[config.mk]
export PLATFORM = sky130hd
export DESIGN_NAME = text_console_writer
export DESIGN_NICKNAME = d
export VERILOG_FILES = /design/src/rtl/text_console_writer.sv
export SDC_FILE = /design/constraint.sdc
export NUM_CORES = 1
export LEC_CHECK = 0
export ABC_CLOCK_PERIOD_IN_PS = 2450
export BUFFER_PORTS_ARGS = -buffer_cell sky130_fd_sc_hd__buf_2
export CAP_MARGIN = 30
export CORE_ASPECT_RATIO = 0.7
export CORE_MARGIN = 2
export CORE_UTILIZATION = 59
export DETAILED_ROUTE_END_ITERATION = 12
export GPL_TIMING_DRIVEN = 0
export HOLD_SLACK_MARGIN = 0.03
export PLACE_DENSITY = 0.93
export SLEW_MARGIN = 20
export SYNTH_ARGS = -nofsm -noshare
export SYNTH_HDL_FRONTEND = slang
export SYNTH_SLANG_ARGS = --single-unit
[constraint.sdc]
create_clock -name clk -period 2.45 [get_ports clk]
set_input_delay 0.245 -clock clk [delete_from_list [all_inputs] [get_ports clk]]
set_output_delay 0.245 -clock clk [all_outputs]
set_load 0.02 [all_outputs]
[src/rtl/text_console_writer.sv]
// Character-stream to framebuffer-write converter for an 80x25 text display.
// Optional per-row clear on every y advance is enabled by defining TERM_CLEAR_LINE_EN.
module text_console_writer #(
  parameter int unsigned COLS  = 80,
  parameter int unsigned ROWS  = 25,
  parameter int unsigned TABW  = 8,
  parameter logic [8:0]  BLANK = 9'h020
) (
  input  logic       clk,
  input  logic       rst_n,
  input  logic       in_valid,
  output logic       in_ready,
  input  logic [7:0] in_char,
  input  logic       in_attr,
  output logic       we,
  output logic [6:0] wx,
  output logic [4:0] wy,
  output logic [8:0] wd,
  output logic [6:0] cur_x,
  output logic [4:0] cur_y
);

  localparam logic [6:0] XMAX = 7'(COLS - 1);
  localparam logic [4:0] YMAX = 5'(ROWS - 1);

  localparam logic [7:0] ChBs  = 8'h08;
  localparam logic [7:0] ChTab = 8'h09;
  localparam logic [7:0] ChLf  = 8'h0A;
  localparam logic [7:0] ChFf  = 8'h0C;
  localparam logic [7:0] ChCr  = 8'h0D;
  localparam logic [7:0] ChDel = 8'h7F;

`ifdef TERM_CLEAR_LINE_EN
  typedef enum logic [1:0] {StIdle, StClrScr, StClrLin} state_e;
`else
  typedef enum logic [1:0] {StIdle, StClrScr} state_e;
`endif

  state_e     state_q, state_d;
  logic [6:0] cur_x_q, cur_x_d;
  logic [4:0] cur_y_q, cur_y_d;
  logic [6:0] sx_q, sx_d;
  logic [4:0] sy_q, sy_d;
  // Set while a sweep has been entered but its first cell is not yet written.
  logic       first_q, first_d;
  logic       ready_q, ready_d;
  logic       we_q, we_d;
  logic [6:0] wx_q, wx_d;
  logic [4:0] wy_q, wy_d;
  logic [8:0] wd_q, wd_d;

  logic       accept;
  logic       is_print;
  logic       y_adv;
  logic [4:0] y_inc;
  logic [7:0] tab_x;

  assign accept   = (state_q == StIdle) && ready_q && in_valid;
  assign is_print = (in_char >= 8'h20) && (in_char != ChDel);
  assign y_inc    = (cur_y_q == YMAX) ? 5'd0 : cur_y_q + 5'd1;
  assign tab_x    = ({1'b0, cur_x_q} | 8'(TABW - 1)) + 8'd1;
  assign y_adv    = accept && ((is_print && (cur_x_q == XMAX)) || (in_char == ChLf) ||
                               ((in_char == ChTab) && (tab_x >= 8'(COLS))));

  always_comb begin
    state_d = state_q;
    cur_x_d = cur_x_q;
    cur_y_d = cur_y_q;
    sx_d    = sx_q;
    sy_d    = sy_q;
    first_d = first_q;
    we_d    = 1'b0;
    wx_d    = wx_q;
    wy_d    = wy_q;
    wd_d    = wd_q;

    unique case (state_q)
      StIdle: begin
        if (accept) begin
          if (y_adv) begin
            cur_y_d = y_inc;
          end
          if (is_print) begin
            we_d    = 1'b1;
            wx_d    = cur_x_q;
            wy_d    = cur_y_q;
            wd_d    = {in_attr, in_char};
            cur_x_d = (cur_x_q == XMAX) ? 7'd0 : cur_x_q + 7'd1;
          end else begin
            case (in_char)
              ChCr: cur_x_d = 7'd0;
              ChLf: cur_x_d = 7'd0;
              ChBs: begin
                if (cur_x_q != 7'd0) begin
                  cur_x_d = cur_x_q - 7'd1;
                  we_d    = 1'b1;
                  wx_d    = cur_x_q - 7'd1;
                  wy_d    = cur_y_q;
                  wd_d    = BLANK;
                end
              end
              ChTab: cur_x_d = y_adv ? 7'd0 : tab_x[6:0];
              ChFf: begin
                // First blank goes out with the accept so the sweep takes exactly ROWS*COLS cycles.
                state_d = StClrScr;
                cur_x_d = 7'd0;
                cur_y_d = 5'd0;
                sx_d    = 7'd0;
                sy_d    = 5'd0;
                first_d = 1'b0;
                we_d    = 1'b1;
                wx_d    = 7'd0;
                wy_d    = 5'd0;
                wd_d    = BLANK;
              end
              default: ;
            endcase
          end
`ifdef TERM_CLEAR_LINE_EN
          if (y_adv) begin
            state_d = StClrLin;
            sx_d    = 7'd0;
            first_d = 1'b1;
          end
`endif
        end
      end

      StClrScr: begin
        if (first_q) begin
          first_d = 1'b0;
          we_d    = 1'b1;
          wx_d    = sx_q;
          wy_d    = sy_q;
          wd_d    = BLANK;
        end else if ((sx_q == XMAX) && (sy_q == YMAX)) begin
          state_d = StIdle;
        end else begin
          if (sx_q == XMAX) begin
            sx_d = 7'd0;
            sy_d = sy_q + 5'd1;
          end else begin
            sx_d = sx_q + 7'd1;
          end
          we_d = 1'b1;
          wx_d = sx_d;
          wy_d = sy_d;
          wd_d = BLANK;
        end
      end

`ifdef TERM_CLEAR_LINE_EN
      StClrLin: begin
        if (first_q) begin
          first_d = 1'b0;
          sx_d    = 7'd0;
          we_d    = 1'b1;
          wx_d    = 7'd0;
          wy_d    = cur_y_q;
          wd_d    = BLANK;
        end else if (sx_q == XMAX) begin
          state_d = StIdle;
        end else begin
          sx_d = sx_q + 7'd1;
          we_d = 1'b1;
          wx_d = sx_d;
          wy_d = cur_y_q;
          wd_d = BLANK;
        end
      end
`endif

      default: state_d = StIdle;
    endcase

    ready_d = (state_d == StIdle);
  end

  always_ff @(posedge clk or negedge rst_n) begin
    if (!rst_n) begin
      state_q <= StClrScr;
      cur_x_q <= 7'd0;
      cur_y_q <= 5'd0;
      sx_q    <= 7'd0;
      sy_q    <= 5'd0;
      first_q <= 1'b1;
      ready_q <= 1'b0;
      we_q    <= 1'b0;
      wx_q    <= 7'd0;
      wy_q    <= 5'd0;
      wd_q    <= 9'd0;
    end else begin
      state_q <= state_d;
      cur_x_q <= cur_x_d;
      cur_y_q <= cur_y_d;
      sx_q    <= sx_d;
      sy_q    <= sy_d;
      first_q <= first_d;
      ready_q <= ready_d;
      we_q    <= we_d;
      wx_q    <= wx_d;
      wy_q    <= wy_d;
      wd_q    <= wd_d;
    end
  end

  assign in_ready = ready_q;
  assign we       = we_q;
  assign wx       = wx_q;
  assign wy       = wy_q;
  assign wd       = wd_q;
  assign cur_x    = cur_x_q;
  assign cur_y    = cur_y_q;

endmodule
==> out/results.md <==
| Stage | Item | This run |
|:---|:---|:---|
| placement | Final HPWL DP | 7403 um |
| final layout | Area growth, synth to finish | 15.19% |
| routing | First DRT Iteration DRCs | 449 |
| routing | Average wire per standard cell | 18.79 um |
| global route | Global Route Usage Sum | 0.2923 |
| timing | Final critical path time including I/O delays and setup | 2.377 ns |
| timing | Setup repair after global routing missed its margin | true |
| status | Status | finished, final reports clean |
| setup path | Critical path required time | 2.64 ns |
| setup path | Count of cells along the worst register-to-register path | 8 |
| floorplan | Die area | 6752 sq um |
| routing | Via Count | 3558 |
| logic synthesis | Count of different cell masters after synthesis | 75 |
| cts | Root buffer cell | sky130_fd_sc_hd__clkbuf_8 |
| routing | Post-DR vias/cell | 6.726 |
| pwr | Power Dens Cells | 707.1 nW/um^2 |
| pwr | PnR Total Power | 2.932 mW |
| logic synthesis | Number of warnings issued by yosys | 0 |
| timing | Final setup violation count | 0 |
| logic synthesis | Largest cells by area after synthesis | sky130_fd_sc_hd__dfrtp_1 33%, sky130_fd_sc_hd__mux2_4 6.7%, sky130_fd_sc_hd__o21ai_0 4.9%, sky130_fd_sc_hd__ha_1 3.5%, sky130_fd_sc_hd__nand2_1 2.7% |
| floorplan | Std-Cell Rows | 23 |
| logic synthesis | Cell count after synthesis | 394 |
| setup path | Worst Setup End Kind | flip-flop |
| setup path | Most prevalent standard cell on the critical path | sky130_fd_sc_hd__a31oi_2 |
| placement | Cell count after placement | 516 |
| cts | Clock latency reported for the late side of the worst-skew pair | 0.31 ns |
| routing | # DRC | 0 |
| worst hold path | Hold Path Origin | in_char[6] |
| pwr | Highest ir drop seen on vdd | 0.0006192 V |
| cts | CTS Buf Count | 5 |
| final layout | Number of filler cells placed in the layout | 446 |
| pwr | LEAKAGE | 1.754 nW |
| routing | Total iterations of the first detailed-routing run | 5 |
| global route | Via count of the first global-routing pass | 3263 |
| setup path | Cell breakdown of the critical path | buf_6, inv_1, ha_4, nor3_1, a31oi_2, a31oi_2, or4_1, a32o_1 |
| final layout | Final core area utilization | 0.7133 |
| cts | Clock-pin slew on the worst setup and hold paths | 0.10 ns |
| global route | Overflow after GRT | 0 |
| timing | Hold WS | 0.2253 ns |
| logic synthesis | Count of flip-flops with a built-in enable after synthesis | 0 |
| logic synthesis | Leading cell type by number of instances after synthesis | sky130_fd_sc_hd__dfrtp_1 |
| setup path | Register-to-register setup slack | 0.07 ns |
| cts | CTS H-Tree Depth | 2 |
| timing | Final setup skew | 0.004686 ns |
| setup path | Combined buffer and inverter count along the critical path | 2 |
| timing | Final hold viol count | 0 |
| logic synthesis | Cell area after technology mapping | 3600 sq um |
| final layout | Fraction of layout cells with a size suffix above 1 | 0.2423 |
| setup path | Worst EP arrival | 2.57 ns |
| placement | I/O Buffers | 46 |
| setup path | Highest net fanout along the worst path | 9 |
| setup path | Source of the worst register-to-register timing path | cur_x[4] |
| cts | Number of buffers on the longest clock path | 2 |
| cts | TritonCTS clock tree | yes |
| floorplan | I/O Pins | 47 |
| logic synthesis | Top cell types by occurrence after synthesis | 48 x sky130_fd_sc_hd__dfrtp_1, 35 x sky130_fd_sc_hd__o21ai_0, 26 x sky130_fd_sc_hd__nand2_1, 20 x sky130_fd_sc_hd__clkbuf_1, 18 x sky130_fd_sc_hd__nand3_1 |
| final layout | Non-filler instance count after layout | 529 |
| timing | Number of max-slew violations in the final report | 0 |
| placement | Post-Place Setup Slack | -0.3059 ns |
| final layout | Number of nets at the end of the flow | 475 |
| run | Count of max-cap constraint violations | 0 |
| setup path | Critical path start-end classification | flip-flop to flip-flop |
| timing | Slew headroom | 0.5118 |
| timing | Final critical-path share of the clock period | 0.9702 |
| floorplan | Die outline height | 69.35 um |
| worst hold path | Hold-critical path depth | 3 |
| setup path | Capture instance of the worst register-to-register path | cur_x[3] |
| logic synthesis | Ys async rst share | 1.000 |
| global route | Antenna violations before repair | 0 |
| worst hold path | Class of the tightest hold or removal check | input pin to flip-flop |
| cts | Clock Sink Count | 50 |
| logic synthesis | Leading register cell type out of synthesis | sky130_fd_sc_hd__dfrtp_1 |
| logic synthesis | Flip-flop and latch count after synthesis | 50 |
| floorplan | Die Wd | 97.36 um |
| timing | Worst-case setup margin in the final layout | 0.07303 ns |
| routing | Residual antenna-violating net count after detailed routing | 0 |
| timing | Slew at the pin closest to its max-slew limit | 0.7263 ns |
| logic synthesis | Net count after synthesis | 416 |
| setup path | Slowest cell on the critical path | sky130_fd_sc_hd__or4_1 |
| placement | Final estimated routing congestion in global placement | 1.005 |
| floorplan | Area of the placeable core | 5813 sq um |
| logic synthesis | Share of the synthesized area in the top cell type | 0.3337 |
| global route | Pin count of the biggest net entering global routing | 34 |
| timing | FMAX | 0.4207 GHz |
| logic synthesis | Post-synthesis area per instance | 9.136 sq um |
| logic synthesis | Most area-hungry cell type in the Yosys netlist | sky130_fd_sc_hd__dfrtp_1 |
| floorplan | Effective utilization at floorplan | 0.6192 |
| global route | Wire length of the first global-routing pass | 16200 um |
| setup path | Cell family with most CP delay | compound AO/OA/AOI/OAI gates |
| routing | Sum of routed wire length over all layers | 9941 um |
| logic synthesis | Register area share after synthesis | 0.3483 |
| final layout | Ant. Diodes | 0 |
| worst hold path | End point of the worst hold path | wd[6] |
| setup path | Delay of the slowest critical-path stage | 0.52 ns |
| setup path | CP startpoint kind | flip-flop |
[layout by cell type, fill, tap and decap left out, types with 15 or more instances in the layout]
cell / n
sky130_fd_sc_hd__dfrtp_1: 44
sky130_fd_sc_hd__nor2_1: 16
sky130_fd_sc_hd__inv_1: 16
sky130_fd_sc_hd__buf_2: 50
sky130_fd_sc_hd__o21ai_0: 34
sky130_fd_sc_hd__a21oi_1: 16
sky130_fd_sc_hd__mux2_4: 16
sky130_fd_sc_hd__clkbuf_1: 17
sky130_fd_sc_hd__nor3_1: 15
sky130_fd_sc_hd__nand2_1: 26
sky130_fd_sc_hd__nand3_1: 18
[worst max path at each step]
stage	from	cells after the start	slack (ns)	endpoint
after floorplan	cur_x[4]	8	0.05	cur_x[3]
after global placement	cur_x[3]	8	-0.28	cur_x[3]
after detailed placement	cur_x[4]	8	-0.31	cur_x[3]
after CTS	cur_x[3]	8	-0.00003	cur_x[3]
after global routing	cur_x[0]	7	-0.03	cur_x[2]
final	cur_x[4]	8	0.07	cur_x[3]
[sequential cells by signal, indices dropped and copies added (netlist names)]
| signal | count |
|---|---|
| wd | 9 |
| in_ready | 1 |
| cur_y | 5 |
| first_q | 1 |
| sx_q | 7 |
| sy_q | 5 |
| state_q | 2 |
| wy | 5 |
| we | 1 |
| wx | 7 |
| cur_x | 7 |
[cells by family after synthesis]
group,count (synthesis),synth area share
AOI/OAI and AO/OA,120,0.2336
xor gates and xnor gates,9,0.02190
adders and majority gates,10,0.03476
buffers and inverters,45,0.05387
DFF,50,0.3483
muxes,22,0.08412
other,1,0.001042
and+or+nand+nor,137,0.2225
[power by group]
group          switching [mW]  leakage, nW  total, mW  internal, mW
registers               0.139        0.615       1.11         0.976
logic                   0.758         1.10       1.31         0.556
clock network           0.301       0.0441      0.503         0.202
[timing repair]
| action | in CTS | in global routing |
|---|---|---|
| endpoints found under the setup margin | 21 | 29 |
| buffers inserted | 0 | 4 |
| hold endpoints to repair | 17 | 0 |
| gates resized for setup | 8 | 14 |
| pin swaps | 0 | 2 |
| hold buffers | 1 | 0 |
[through the flow]
stage,setup TNS (ns),cell area (sq um)
after floorplan,0,3600
after global placement,-0.5736,3924
after detailed placement,-0.4748,3944
after CTS,-0.00003419,4076
after global routing,-0.03664,4146
final,0,4146
[routing by layer]
metal  global-route usage  vias to the layer above  part of all wire
met1               0.4537                     1720              0.46
li1                     -                     1608                 -
met5                    0                        -                 0
met4              0.06327                        0            0.0040
met3              0.06452                        5              0.11
met2               0.4161                      225              0.43
[final cells by class]
cell class | count | area, sq um | area share
repair buffers | 52 | 290.3 | 0.07001
flip-flops and latches | 50 | 1259 | 0.3036
clock buffers | 5 | 68.82 | 0.01660
plain buffers | 29 | 152.6 | 0.03681
well taps | 75 | 93.84 | 0.02263
multi-input cells | 299 | 2201 | 0.5308
clock inverters | 3 | 21.27 | 0.005130
inverters | 16 | 60.06 | 0.01448
[worst register-to-register path: stages (launching register included)]
cell and delay [ns]:
sky130_fd_sc_hd__dfrtp_1 0.40, sky130_fd_sc_hd__buf_6 0.15, sky130_fd_sc_hd__inv_1 0.11, sky130_fd_sc_hd__ha_4 0.30, sky130_fd_sc_hd__nor3_1 0.06, sky130_fd_sc_hd__a31oi_2 0.25
sky130_fd_sc_hd__a31oi_2 0.17, sky130_fd_sc_hd__or4_1 0.52, sky130_fd_sc_hd__a32o_1 0.31
Note: power is estimated with default switching activity, not from simulation.
